==> src/rtl/sar_adc_pkg.sv <==
// ============================================================================
// Module      : sar_adc_pkg
// Description : Shared state encoding and oversampling constants for the SAR
//               ADC controller.
// Revision    : 1.0 - initial release
// ============================================================================
`default_nettype none

package sar_adc_pkg;

    typedef enum logic [1:0] {
        IDLE    = 2'd0,
        SAMPLE  = 2'd1,
        CONVERT = 2'd2,
        DONE    = 2'd3
    } state_t;

    // Oversampling: four passes averaged by a right shift of two.
    localparam int OS_PASSES = 4;
    localparam int OS_SHIFT  = 2;

endpackage

`default_nettype wire

==> src/rtl/sar_adc_ctrl_if.sv <==
// ============================================================================
// Module      : sar_adc_ctrl_if
// Description : Request/result handshake between the data path (master) and
//               the SAR ADC controller (slave).
// Revision    : 1.0 - initial release
// ============================================================================
`default_nettype none

interface sar_adc_ctrl_if #(
    parameter int BITS = 8,
    parameter int CH_W = 2
);
    logic            start;
    logic [CH_W-1:0] ch_sel;
    logic            busy;
    logic [BITS-1:0] data_out;
    logic [CH_W-1:0] data_ch;
    logic            valid;

    modport master (
        output start, ch_sel,
        input  busy, data_out, data_ch, valid
    );

    modport slave (
        input  start, ch_sel,
        output busy, data_out, data_ch, valid
    );
endinterface

`default_nettype wire

==> src/rtl/sar_bit_seq.sv <==
// ============================================================================
// Module      : sar_bit_seq
// Description : Successive-approximation bit sequencer: result register, bit
//               index, settle counter and the trial/keep decision.
// Revision    : 1.0 - initial release
// ============================================================================
`default_nettype none

module sar_bit_seq #(
    parameter int BITS          = 8,
    parameter int SETTLE_CYCLES = 2
) (
    input  wire logic            clk,
    input  wire logic            rst_n,
    input  wire logic            clear,
    input  wire logic            load,
    input  wire logic            step,
    input  wire logic            comp,
    output logic [BITS-1:0]      dac_code,
    output logic [BITS-1:0]      result,
    output logic                 done
);

    localparam int IW = $clog2(BITS);
    localparam int CW = (SETTLE_CYCLES > 1) ? $clog2(SETTLE_CYCLES) : 1;

    localparam logic [IW-1:0]   c_idx_top     = IW'(BITS - 1);
    localparam logic [CW-1:0]   c_settle_last = CW'(SETTLE_CYCLES - 1);
    localparam logic [BITS-1:0] c_msb         = {1'b1, {(BITS-1){1'b0}}};

    logic [IW-1:0]   r_idx;
    logic [CW-1:0]   r_cnt;
    logic [BITS-1:0] r_result;
    logic [BITS-1:0] r_dac;

    logic [BITS-1:0] w_onehot;
    logic [BITS-1:0] w_kept;
    logic            w_last_settle;

    assign w_onehot      = BITS'(1) << r_idx;
    assign w_kept        = comp ? (r_result | w_onehot) : r_result;
    assign w_last_settle = (r_cnt == c_settle_last);

    assign done     = step && w_last_settle && (r_idx == '0);
    assign dac_code = r_dac;
    assign result   = r_result;

    always_ff @(posedge clk or negedge rst_n) begin
        if (!rst_n) begin
            r_idx    <= '0;
            r_cnt    <= '0;
            r_result <= '0;
            r_dac    <= '0;
        end else if (clear) begin
            r_idx    <= '0;
            r_cnt    <= '0;
            r_result <= '0;
        end else if (load) begin
            r_idx    <= c_idx_top;
            r_cnt    <= '0;
            r_result <= '0;
            r_dac    <= c_msb;
        end else if (step) begin
            if (w_last_settle) begin
                r_cnt    <= '0;
                r_result <= w_kept;
                if (r_idx == '0) begin
                    r_dac <= '0;
                end else begin
                    // Next trial: decided bits plus the next lower bit.
                    r_idx <= r_idx - 1'b1;
                    r_dac <= w_kept | (w_onehot >> 1);
                end
            end else begin
                r_cnt <= r_cnt + 1'b1;
            end
        end
    end

endmodule

`default_nettype wire

==> src/rtl/sar_adc_ctrl.sv <==
// ============================================================================
// Module      : sar_adc_ctrl
// Description : Parametrised SAR ADC controller: channel mux, track/hold,
//               DAC trial sequencing and start/busy/valid handshake.
//               Optional macro SAR_OVERSAMPLE_EN: four passes averaged.
// Revision    : 1.0 - initial release
// ============================================================================
`default_nettype none

module sar_adc_ctrl
    import sar_adc_pkg::*;
#(
    parameter int BITS          = 8,
    parameter int CHANNELS      = 4,
    parameter int CH_W          = (CHANNELS > 1) ? $clog2(CHANNELS) : 1,
    parameter int SAMPLE_CYCLES = 2,
    parameter int SETTLE_CYCLES = 2
) (
    input  wire logic         clk,
    input  wire logic         rst_n,
    sar_adc_ctrl_if.slave     bus,
    output logic [CH_W-1:0]   mux_sel,
    output logic              sample,
    output logic [BITS-1:0]   dac_code,
    input  wire logic         comp_in
);

    localparam int SW = (SAMPLE_CYCLES > 1) ? $clog2(SAMPLE_CYCLES) : 1;
    localparam logic [SW-1:0] c_samp_last = SW'(SAMPLE_CYCLES - 1);

    state_t          r_state;
    logic            r_busy;
    logic            r_sample;
    logic [CH_W-1:0] r_mux_sel;
    logic [BITS-1:0] r_data_out;
    logic [CH_W-1:0] r_data_ch;
    logic            r_valid;
    logic [SW-1:0]   r_samp_cnt;

    logic            w_ch_ok;
    logic            w_accept;
    logic            w_seq_load;
    logic            w_seq_step;
    logic            w_seq_done;
    logic [BITS-1:0] w_seq_result;

    assign w_ch_ok    = (32'(bus.ch_sel) < 32'(CHANNELS));
    assign w_accept   = (r_state == IDLE) && bus.start && w_ch_ok;
    assign w_seq_load = (r_state == SAMPLE) && (r_samp_cnt == c_samp_last);
    assign w_seq_step = (r_state == CONVERT);

`ifdef SAR_OVERSAMPLE_EN
    localparam int AW = BITS + OS_SHIFT;
    localparam logic [1:0] c_pass_last = 2'(OS_PASSES - 1);

    logic [AW-1:0] r_acc;
    logic [1:0]    r_pass;
    logic [AW-1:0] w_sum;

    // Each pass's result is still held while the next pass samples, so it
    // is folded in at the start of the following CONVERT (pass 0 adds 0).
    assign w_sum = r_acc + {{OS_SHIFT{1'b0}}, w_seq_result};
`endif

    sar_bit_seq #(
        .BITS          (BITS),
        .SETTLE_CYCLES (SETTLE_CYCLES)
    ) u_bit_seq (
        .clk      (clk),
        .rst_n    (rst_n),
        .clear    (w_accept),
        .load     (w_seq_load),
        .step     (w_seq_step),
        .comp     (comp_in),
        .dac_code (dac_code),
        .result   (w_seq_result),
        .done     (w_seq_done)
    );

    always_ff @(posedge clk or negedge rst_n) begin
        if (!rst_n) begin
            r_state    <= IDLE;
            r_busy     <= 1'b0;
            r_sample   <= 1'b0;
            r_mux_sel  <= '0;
            r_data_out <= '0;
            r_data_ch  <= '0;
            r_valid    <= 1'b0;
            r_samp_cnt <= '0;
`ifdef SAR_OVERSAMPLE_EN
            r_acc      <= '0;
            r_pass     <= '0;
`endif
        end else begin
            r_valid <= 1'b0;
            case (r_state)
                IDLE: begin
                    if (w_accept) begin
                        r_mux_sel  <= bus.ch_sel;
                        r_busy     <= 1'b1;
                        r_sample   <= 1'b1;
                        r_samp_cnt <= '0;
`ifdef SAR_OVERSAMPLE_EN
                        r_acc      <= '0;
                        r_pass     <= '0;
`endif
                        r_state    <= SAMPLE;
                    end
                end
                SAMPLE: begin
                    if (w_seq_load) begin
                        r_sample <= 1'b0;
`ifdef SAR_OVERSAMPLE_EN
                        r_acc    <= w_sum;
`endif
                        r_state  <= CONVERT;
                    end else begin
                        r_samp_cnt <= r_samp_cnt + 1'b1;
                    end
                end
                CONVERT: begin
                    if (w_seq_done) begin
`ifdef SAR_OVERSAMPLE_EN
                        if (r_pass == c_pass_last) begin
                            r_state <= DONE;
                        end else begin
                            r_pass     <= r_pass + 1'b1;
                            r_sample   <= 1'b1;
                            r_samp_cnt <= '0;
                            r_state    <= SAMPLE;
                        end
`else
                        r_state <= DONE;
`endif
                    end
                end
                DONE: begin
`ifdef SAR_OVERSAMPLE_EN
                    r_data_out <= w_sum[AW-1:OS_SHIFT];
`else
                    r_data_out <= w_seq_result;
`endif
                    r_data_ch  <= r_mux_sel;
                    r_valid    <= 1'b1;
                    r_busy     <= 1'b0;
                    r_state    <= IDLE;
                end
                default: r_state <= IDLE;
            endcase
        end
    end

    assign bus.busy     = r_busy;
    assign bus.data_out = r_data_out;
    assign bus.data_ch  = r_data_ch;
    assign bus.valid    = r_valid;
    assign mux_sel      = r_mux_sel;
    assign sample       = r_sample;

endmodule

`default_nettype wire

==> src/flat_wrapper.sv <==
// flat-port wrapper written by rule: the top's interface ports become plain ports
module sar_adc_ctrl_flat import sar_adc_pkg::*;
#(
    parameter int BITS          = 8,
    parameter int CHANNELS      = 4,
    parameter int CH_W          = (CHANNELS > 1) ? $clog2(CHANNELS) : 1,
    parameter int SAMPLE_CYCLES = 2,
    parameter int SETTLE_CYCLES = 2
)
  (clk, rst_n, mux_sel, sample, dac_code, comp_in, bus_start, bus_ch_sel, bus_busy, bus_data_out, bus_data_ch, bus_valid);
  sar_adc_ctrl_if #(.BITS(BITS), .CH_W(CH_W)) bus_i ();
  input  wire logic clk;
  input  wire logic rst_n;
  output logic [CH_W-1:0] mux_sel;
  output logic sample;
  output logic [BITS-1:0] dac_code;
  input  wire logic comp_in;
  input wire logic [$bits(bus_i.start)-1:0] bus_start;
  input wire logic [$bits(bus_i.ch_sel)-1:0] bus_ch_sel;
  output wire logic [$bits(bus_i.busy)-1:0] bus_busy;
  output wire logic [$bits(bus_i.data_out)-1:0] bus_data_out;
  output wire logic [$bits(bus_i.data_ch)-1:0] bus_data_ch;
  output wire logic [$bits(bus_i.valid)-1:0] bus_valid;
  assign bus_i.start = bus_start;
  assign bus_i.ch_sel = bus_ch_sel;
  assign bus_busy = bus_i.busy;
  assign bus_data_out = bus_i.data_out;
  assign bus_data_ch = bus_i.data_ch;
  assign bus_valid = bus_i.valid;
  sar_adc_ctrl #(.BITS(BITS), .CHANNELS(CHANNELS), .CH_W(CH_W), .SAMPLE_CYCLES(SAMPLE_CYCLES), .SETTLE_CYCLES(SETTLE_CYCLES)) u_core (.clk(clk), .rst_n(rst_n), .bus(bus_i), .mux_sel(mux_sel), .sample(sample), .dac_code(dac_code), .comp_in(comp_in));
endmodule
==> config.mk <==
export PLATFORM = sky130hd
export DESIGN_NAME = sar_adc_ctrl_flat
export DESIGN_NICKNAME = d
export VERILOG_FILES = /design/src/rtl/sar_adc_pkg.sv /design/src/rtl/sar_adc_ctrl_if.sv /design/src/rtl/sar_bit_seq.sv /design/src/rtl/sar_adc_ctrl.sv /design/src/flat_wrapper.sv
export SDC_FILE = /design/constraint.sdc
export NUM_CORES = 1
export LEC_CHECK = 0
export CAP_MARGIN = 20
export CORE_ASPECT_RATIO = 1.2
export CORE_UTILIZATION = 47
export CTS_CLUSTER_DIAMETER = 40
export DETAILED_ROUTE_END_ITERATION = 10
export PLACE_DENSITY = 0.72
export SETUP_SLACK_MARGIN = 0.3
export SYNTH_ARGS = -nofsm -noshare
export SYNTH_HDL_FRONTEND = slang
export SYNTH_SLANG_ARGS = --single-unit
==> constraint.sdc <==
create_clock -name clk -period 1.8 [get_ports clk]
set_input_delay 0.36 -clock clk [delete_from_list [all_inputs] [get_ports clk]]
set_output_delay 0.36 -clock clk [all_outputs]
set_load 0.03 [all_outputs]
==> flow_metrics.env <==
export IMPL_netlist_area_leader_share=0.541
export IMPL_cts_tree="yes"
export IMPL_post_route_drc_count=2
export IMPL_drive_above_1_share=0.364
export IMPL_synth_ff_type="dfrtp_1"
export IMPL_final_min_clock_period_ps=1720
export IMPL_antennaDiodeCount=0
export IMPL_grt_overflow=0
export IMPL_finClkSkew_ps=6.68
export IMPL_max_slew_margin=0.684
export IMPL_maxCapViolCount=0
export IMPL_syn2layout_area_growth_pct=41.3
export IMPL_gp_congestion=0.802
export IMPL_outcome="complete, but fails checks"
export IMPL_grt_pass1_vias=1478
export IMPL_clockBufferDepth=2
export IMPL_power_leakage_nw=1.25
export IMPL_yosysTopAreaCell="dfrtp_1"
export IMPL_power_density_mw_per_mm2=1950
export IMPL_worst_pin_slew_ps=474
export IMPL_cp_required_ps=1980
export IMPL_synth_cell_area_mm2=0.00176
export IMPL_ant_nets=0
export IMPL_cp_max_fo=4
export IMPL_synth_edf_count=0
export IMPL_cts_sinks=38
export IMPL_synth_cell_types=35
export IMPL_critPathKind="flip-flop to flip-flop"
export IMPL_die_height_um=69.0
export IMPL_finalNonFillerCells=245
export IMPL_fill_cells=262
export IMPL_die_width_um=57.9
export IMPL_cts_buffers=5
export IMPL_synth_area_leaders="dfrtp_1 54%, mux2_2 7.7%, ha_1 7.1%"
export IMPL_core_area_mm2=0.00360
export IMPL_antenna_found_initial=0
export IMPL_multiInputGateArea_um2=882
export IMPL_path_clk_slew_ps=70
export IMPL_violations="DRC"
export IMPL_slew_violations=0
export IMPL_firstDrtPassIters=7
export IMPL_hold_ws_ps=114
export IMPL_clock_fmax_mhz=581
export IMPL_hold_viol_final=0
export IMPL_io_pins=29
export IMPL_grt_pass1_wl_um=6960
export IMPL_yosysWarnings=0
export IMPL_clk_latency_ps=290
export IMPL_synth_avg_cell_area_um2=11.7
export IMPL_place_inst=220
export IMPL_synth_seq_cells=38
export IMPL_nNetsFinal=221
export IMPL_worstPathArrival_ps=1900
export IMPL_critPathLaunchType="flip-flop"
export IMPL_vias_per_cell=5.68
export IMPL_drt_iter0_drc=47
export IMPL_min_path_type="input pin to asynchronous set/reset pin"
export IMPL_root_buffer="clkbuf_8"
export IMPL_rsz0062_at_grt="yes"
export IMPL_wl_um=4280
export IMPL_period_share=0.955
export IMPL_start_util=0.488
export IMPL_htree_levels=2
export IMPL_yosysSeqAreaShare=0.541
export IMPL_grt_use_total=0.228
export IMPL_rows=24
export IMPL_io_buffers=28
export IMPL_finalSetupViolCount=0
export IMPL_num_vias=1392
export IMPL_dpl_hpwl_um=2630
export IMPL_async_flop_share=1.00
export IMPL_syn_nets=166
export IMPL_seq_area_um2=953
export IMPL_grt_max_degree=39
export IMPL_r2r_slack_ps=80
export IMPL_post_drt_wl_per_cell_um=17.5
export IMPL_ir_drop_uv=1160
export IMPL_ctsHoldBuffers=0
export IMPL_cp_end_kind="flip-flop"
export IMPL_syn_inst=150
export IMPL_die_area_mm2=0.00399
[worst paths after layout]
| kind | startpoint | end | depth (start not counted) |
|---|---|---|---|
| worst max-delay path | u_core.u_bit_seq.r_idx[1]$_DFFE_PN0P_ | u_core.r_state[1]$_DFFE_PN0P_ | 6 |
| worst min-delay path | rst_n | u_core.r_samp_cnt$_DFFE_PN0P_ | 2 |
| worst max register to register | u_core.u_bit_seq.r_idx[1]$_DFFE_PN0P_ | u_core.r_state[1]$_DFFE_PN0P_ | 6 |
| worst min register to register | u_core.u_bit_seq.dac_code[1]$_DFFE_PN0P_ | u_core.u_bit_seq.dac_code[1]$_DFFE_PN0P_ | 1 |
| max in group asynchronous | rst_n | u_core.r_state[1]$_DFFE_PN0P_ | 2 |
| min in group clk | u_core.u_bit_seq.dac_code[1]$_DFFE_PN0P_ | u_core.u_bit_seq.dac_code[1]$_DFFE_PN0P_ | 1 |
[worst max-delay path, stage by stage (launching register included)]
cell and delay [ps]:
dfrtp_1 400, inv_2 100, ha_4 150, nand3b_1 100, a222oi_1 370, buf_4 200
mux2_4 290
[routing by layer]
layer | routed length, µm | GRT usage | up-vias
met2 | 2440 | 0.404 | 33
met1 | 1670 | 0.266 | 714
met5 | 0 | 0 | -
li1 | - | - | 643
met4 | 19 | 0.0767 | 0
met3 | 151 | 0.0507 | 2
[per-stage QoR]
| step | TNS, ps | cell area (µm²) | power [mW] | setup slack (ps) | util |
|---|---|---|---|---|---|
| 6_report | 0 | 2490 | 4.85 | 80.1 | 0.690 |
| 5_1_grt | 0 | 2490 | 5.14 | 9.18 | 0.690 |
| 4_1_cts | 0 | 2400 | 4.61 | 198 | 0.666 |
| 3_5_place_dp | -276 | 2160 | 3.65 | -53.4 | 0.599 |
| 3_3_place_gp | 0 | 2160 | 3.56 | 29.3 | 0.599 |
| 2_1_floorplan | 0 | 1810 | 2.90 | 245 | - |
[cells in the mapped netlist (all sizes together) (2+ instances only)]
library cell,number
a31oi,3
a21oi,15
mux2,13
ha,10
clkbuf,4
or3,3
a22o,2
o21ai,4
inv,10
a21o,5
nor2,12
mux2i,2
nand2,2
buf,3
and2,2
o2bb2ai,8
dfrtp,38
[state kept, by name, indices dropped and copies added (netlist names)]
signal,cells
u_core.bus.data_out,8
u_core.u_bit_seq.dac_code,8
u_core.u_bit_seq.result,8
u_core.u_bit_seq.r_idx,3
u_core.bus.data_ch,2
u_core.mux_sel,2
u_core.r_state,2
u_core.bus.busy,1
u_core.bus.valid,1
u_core.r_samp_cnt,1
u_core.sample,1
u_core.u_bit_seq.r_cnt,1
[cells by family after synthesis]
| family | after synthesis | share of synthesized area |
|---|---|---|
| buf+inv | 17 | 0.0427 |
| mux | 15 | 0.0946 |
| compound gates | 43 | 0.166 |
| simple gates | 26 | 0.0804 |
| fa+ha+maj | 10 | 0.0711 |
| flops | 38 | 0.541 |
| xor+xnor | 1 | 0.00498 |
[cell type report]
cell class / count / share of cell area
flip-flops and latches: 38 / 0.383
multi-input cells: 95 / 0.355
repair buffers: 55 / 0.182
clock buffers: 7 / 0.0307
well taps: 39 / 0.0196
inverters: 10 / 0.0171
clock inverters: 1 / 0.0121
[timing repair]
action | in CTS | in global routing
resized for setup | 39 | 8
endpoints found under the setup margin | 37 | 14
setup buffers | 12 | 5
pin swaps | 6 | 11
[layout by cell type (no fill, tap or decap), types with 3 or more instances in the layout]
cell type,n
a21o_1,4
a21oi_1,14
a31oi_1,3
buf_4,26
clkbuf_8,5
clkdlybuf4s50_1,4
dfrtp_1,36
dlygate4sd2_1,23
ha_1,5
ha_4,5
inv_1,6
mux2_2,12
nor2_1,12
o21ai_0,4
o2bb2ai_2,7
[where the power goes]
part           internal (mW)  switching (mW)
clock network          0.414           0.286
registers               1.17           0.262
logic                   1.26            1.46
Power figures use the tool's default switching activity.
==> edit 1 (config.mk and constraints unchanged) <==
`SETTLE_CYCLES` is set to 2 in 3 places; all go to 1.
--- a/src/rtl/sar_bit_seq.sv
+++ b/src/rtl/sar_bit_seq.sv
@@ -8,7 +8,7 @@
 
 module sar_bit_seq #(
     parameter int BITS          = 8,
-    parameter int SETTLE_CYCLES = 2
+    parameter int SETTLE_CYCLES = 1
 ) (
     input  wire logic            clk,
     input  wire logic            rst_n,
--- a/src/rtl/sar_adc_ctrl.sv
+++ b/src/rtl/sar_adc_ctrl.sv
@@ -14,7 +14,7 @@
     parameter int CHANNELS      = 4,
     parameter int CH_W          = (CHANNELS > 1) ? $clog2(CHANNELS) : 1,
     parameter int SAMPLE_CYCLES = 2,
-    parameter int SETTLE_CYCLES = 2
+    parameter int SETTLE_CYCLES = 1
 ) (
     input  wire logic         clk,
     input  wire logic         rst_n,
--- a/src/flat_wrapper.sv
+++ b/src/flat_wrapper.sv
@@ -5,7 +5,7 @@
     parameter int CHANNELS      = 4,
     parameter int CH_W          = (CHANNELS > 1) ? $clog2(CHANNELS) : 1,
     parameter int SAMPLE_CYCLES = 2,
-    parameter int SETTLE_CYCLES = 2
+    parameter int SETTLE_CYCLES = 1
 )
   (clk, rst_n, mux_sel, sample, dac_code, comp_in, bus_start, bus_ch_sel, bus_busy, bus_data_out, bus_data_ch, bus_valid);
   sar_adc_ctrl_if #(.BITS(BITS), .CH_W(CH_W)) bus_i ();
Check against the original RTL: not equivalent (a bounded check fails within 10 cycles, from zero or initial values and one cycle with rst_n low).
==> edit 1 against the unedited design <==
  * The flow still finishes with violations (DRC)
  * Largest cell class unchanged
  * Power fell by 3.7%
  * Area after synthesis down 2.6%
  * Critical path type unchanged
  * First-iteration DRC count fell by 13%
  * Design area decreased by 6.8%
  * Clock power is 17% lower
  * Sequential share of layout area rose by 1.6 points
  * Worst setup slack better by 0.20 ns
  * Sequential cell count is 1 lower
  * Combinational power down 1%
  * Critical path depth is 1 lower
  * Wire length down 14%
==> edit 1: results (changes against the unedited design) <==
Outcome - complete, but fails checks
Failing checks - DRC
DR WL met2 - 2040 um (-16%)
Post-synthesis cell type count - 34 (-2.9%)
Sw frac - 43.2% (+1.7 points)
Gpl congestion - 0.839 (+4.6%)
Commonest cells in the synthesized netlist - 37 x dfrtp_1, 13 x mux2_2, 10 x a21oi_1, 10 x ha_1, 9 x nor2_1
Worst Max-Slew Pin Slew - 0.463 ns (-0.0111 ns)
Crit path max fanout - 5 (+1)
Post-Layout Cell Count - 228 (-6.9%)
Crit path DAT - 1.73 ns (-0.17 ns)
Number of global-route vias before repair - 1291 (-13%)
Dpl cell area - 0.00207 mm2 (-3.9%)
Non-CTS inverters - 9 (-1)
Residual DRC - 6 (+4)
Multi-input logic portion of the cell area - 35.3% (-0.15 points)
VDD IR max - 0.00110 V (-5.7%)
Post-detail-place hpwl - 2570 um (-2.5%)
Final Util - 67.6% (-1.4 points)
Crit path largest cell delay - 0.42 ns (+0.02 ns)
Syn Area/Cell - 12.1 um2 (+2.9%)
Non-clock buffer share - 17.3% (-0.88 points)
Post-CTS sizing - 30 (-23%)
Via density - 5.66 (-0.42%)
Register area share after synthesis - 54.0% (about the same)
Post-CTS setup buffer count - 8 (-4)
CP top delay family - simple AND/OR/NAND/NOR gates
Starting DRC count in detailed routing - 41 (-13%)
FF-to-FF Start - u_core.r_state[0]
M1 WL - 1460 um (-12%)
#MultiIn Comb - 91 (-4.2%)
Gr usage total - 20.4% (-2.4 points)
Reg2Reg Depth - 5 (-1)
Wire length of the first global-routing pass - 5890 um (-15%)
Pre-CTS setup slack - 0.0238 ns (+0.0772 ns)
R2R setup slack - 0.28 ns (+0.20 ns)
Post-synthesis cell count - 142 (-5.3%)
Clk cell area share - 3.89% (-0.39 points)
==> edit 1: cell count changes in the layout (fill, tap and decap cells not counted), sizes merged, moves of 2 or more <==
cell | before | now
nor2 | 12 | 9
mux2i | 2 | 0
o21bai | 0 | 2
nor3 | 0 | 3
nor2b | 1 | 4
o2bb2ai | 8 | 6
a21o | 5 | 2
a21oi | 15 | 10
a31oi | 3 | 5
buf | 28 | 19
a41oi | 1 | 4
or3 | 3 | 1
o31a | 0 | 2
==> edit 1: how the worst max path moves through the flow <==
stage,slack (ns),depth (start not counted),start,end
final,0.28,5,u_core.r_state[0],u_core.u_bit_seq.dac_code[4]
after global placement,0.06,4,bus_start,u_core.r_state[1]
after global routing,0.24,5,u_core.r_state[0],u_core.u_bit_seq.dac_code[3]
after detailed placement,0.02,4,bus_start,u_core.r_state[1]
after CTS,0.28,5,u_core.r_state[0],u_core.u_bit_seq.dac_code[4]
after floorplan,0.31,5,u_core.u_bit_seq.r_idx[1],u_core.r_state[1]
==> edit 1: cells by family after synthesis <==
family | after synthesis | synth area share [%]
AO/OA/AOI/OAI | 43 | 18.2
flip-flops | 37 | 54.0
AND/OR/NAND/NOR | 24 | 7.74
multiplexers | 14 | 9.20
buffers and inverters | 14 | 3.50
adder cells (fa/ha/maj) | 10 | 7.30
==> edit 1: routing by layer <==
| metal | up-vias | GRT usage (%) |
|---|---|---|
| met5 | - | 0 |
| met4 | 0 | 9.76 |
| met3 | 12 | 4.35 |
| met2 | 27 | 37.9 |
| met1 | 637 | 22.2 |
| li1 | 614 | - |
==> edit 1: power by group through the flow <==
stage	clock [mW]	sequential [mW]	combinational, mW
finish	0.582	1.42	2.68
global placement	0	1.42	2.31
detailed placement	0	1.44	2.39
global route	0.631	1.45	2.91
CTS	0.591	1.40	2.45
floorplan	0	1.80	1.22
==> edit 2 (config.mk and constraints unchanged) <==
Made on the original files. Encoding of `state_t`: now one-hot (4 bits for 4 states).
--- a/src/rtl/sar_adc_pkg.sv
+++ b/src/rtl/sar_adc_pkg.sv
@@ -8,11 +8,11 @@
 
 package sar_adc_pkg;
 
-    typedef enum logic [1:0] {
-        IDLE    = 2'd0,
-        SAMPLE  = 2'd1,
-        CONVERT = 2'd2,
-        DONE    = 2'd3
+    typedef enum logic [3:0] {
+        IDLE    = 4'b0001,
+        SAMPLE  = 4'b0010,
+        CONVERT = 4'b0100,
+        DONE    = 4'b1000
     } state_t;
 
     // Oversampling: four passes averaged by a right shift of two.
Check against the original RTL: no difference found for any inputs over 10 cycles, from zero or initial values and one cycle with rst_n low; not proved beyond that.
==> edit 2 against the unedited design <==
  * Design area fell by 0.35%
  * Area after synthesis rose by 2.1%
  * Worst setup slack better by 0.20 ns
  * Sequential cell count grew 2
  * Final cell count is 4.9% higher
  * Wire length shrank 3.4%
  * Via count down 1.3%
  * Critical path type unchanged
  * Largest cell class unchanged
Power is not compared: it rests on default switching activity, and its combinational part moved more than twofold at a synthesized area within 25%.
==> edit 2: results (changes against the unedited design) <==
Clock skew - 0.00583 ns (-0.000852 ns)
CTS root buf - clkbuf_8
Met1 Track Usage GR - 28.9% (+2.4 points)
Dpl cell area - 0.00218 mm2 (+1.2%)
Outcome - finished clean
I/O Buffers - 28 (unchanged)
Starting DRC count in detailed routing - 44 (-6.4%)
Vias post-DR - 1374 (-1.3%)
GR met2 Demand/Resource - 36.8% (-3.6 points)
Met3 Usage GRT - 5.60% (+0.53 points)
Most area-consuming cells after synthesis - dfrtp_1 54%, mux2_2 7.5%, a21oi_1 5.3%
Inserted Clock Buffers - 5 (unchanged)
Gpl congestion - 0.883 (+10%)
Clock-pin slew on the worst setup and hold paths - 0.07 ns (about the same)
Htree depth - 2 (unchanged)
Wire length of the first global-routing pass - 6760 um (-2.8%)
Total wire length - 4140 um (-3.4%)
Share of layout cells above drive strength 1 - 34.1% (-2.3 points)
Clock Tree Buf Depth - 2 (unchanged)
Worst Max-Slew Pin Slew - 0.437 ns (-0.0376 ns)
TritonRoute pass-1 iters - 4 (-3)
Crit path max fanout - 6 (+2)
Initial antenna violation count - 0 (unchanged)
Gr usage total - 22.6% (-0.20 points)
Post-synth net total - 168 (+1.2%)
Register area share after synthesis - 55.8% (+1.8 points)
Largest net degree at the start of global routing - 20 (-49%)
Layout Nets - 215 (-2.7%)
Worst min path class - register to register
Post-synthesis cell type count - 36 (+2.9%)
Crit path largest cell delay - 0.42 ns (+0.02 ns)
Commonest cells in the synthesized netlist - 39 x dfrtp_1, 19 x a21oi_1, 16 x nor2_1
Leak - 1.15 nW
Slowest-stage cell, CP - dfrtp_1
Ant. Diodes - 0 (unchanged)
Post-detail-place hpwl - 2770 um (+5.1%)
Filler instances - 271 (+3.4%)
==> edit 2: power breakdown <==
part           internal [mW]  switching [mW]
Combinational          0.433           0.532
Sequential              1.01           0.124
Clock                  0.306           0.310
==> edit 2: logic make-up (layout without fill, tap and decap cells) <==
logic type      after synthesis  in the layout  share of synthesized area (%)
xor+xnor                      3              3                           1.46
compound gates               38             38                           13.5
mux                          13             13                           8.08
flops                        40             40                           55.8
simple gates                 48             48                           15.4
buf+inv                      10             58                           2.30
fa+ha+maj                     5              5                           3.48
==> edit 2: layout make-up <==
| class | count | area [um2] | area share, % |
|---|---|---|---|
| multi-input cells | 107 | 897 | 36.2 |
| flip-flops and latches | 40 | 1000 | 40.5 |
| repair buffers | 46 | 404 | 16.3 |
| clock buffers | 6 | 82.6 | 3.33 |
| inverters | 4 | 15.0 | 0.606 |
| well taps | 52 | 65.1 | 2.63 |
| clock inverters | 2 | 10.0 | 0.404 |
==> edit 2: what timing repair did <==
action / in CTS / in global routing
hold buffers: 1 / 0
pin swaps: 1 / 15
hold endpoints to repair: 1 / 0
buffers inserted: 3 / 4
gates resized for setup: 26 / 44
setup endpoints to repair: 52 / 32
gates cloned: 0 / 1
==> edit 2: final timing paths <==
path	slack [ns]	endpoint	cells after the start	startpoint
max	0.28	u_core.bus.data_out[4]	4	u_core.r_state[1]
min	0.48	u_core.sample	1	u_core.sample
max reg2reg	0.28	u_core.bus.data_out[4]	4	u_core.r_state[1]
min reg2reg	0.48	u_core.sample	1	u_core.sample
max in group asynchronous	0.69	u_core.r_state[2]	3	rst_n
min in group asynchronous	0.53	u_core.u_bit_seq.result[7]	2	rst_n
==> edit 2: metal layers <==
metal,vias up,routed length (um)
met5,-,0
met4,0,62
met3,7,129
met2,33,2130
met1,693,1810
li1,641,-
==> edit 2: stage by stage <==
stage | utilization, % | setup slack [ns] | std cells
floorplan | - | 0.270 | 157
global placement | 60.1 | 0.144 | 240
detailed placement | 60.1 | 0.0960 | 240
CTS | 63.0 | 0.241 | 252
global route | 68.2 | 0.224 | 257
finish | 68.2 | 0.283 | 257
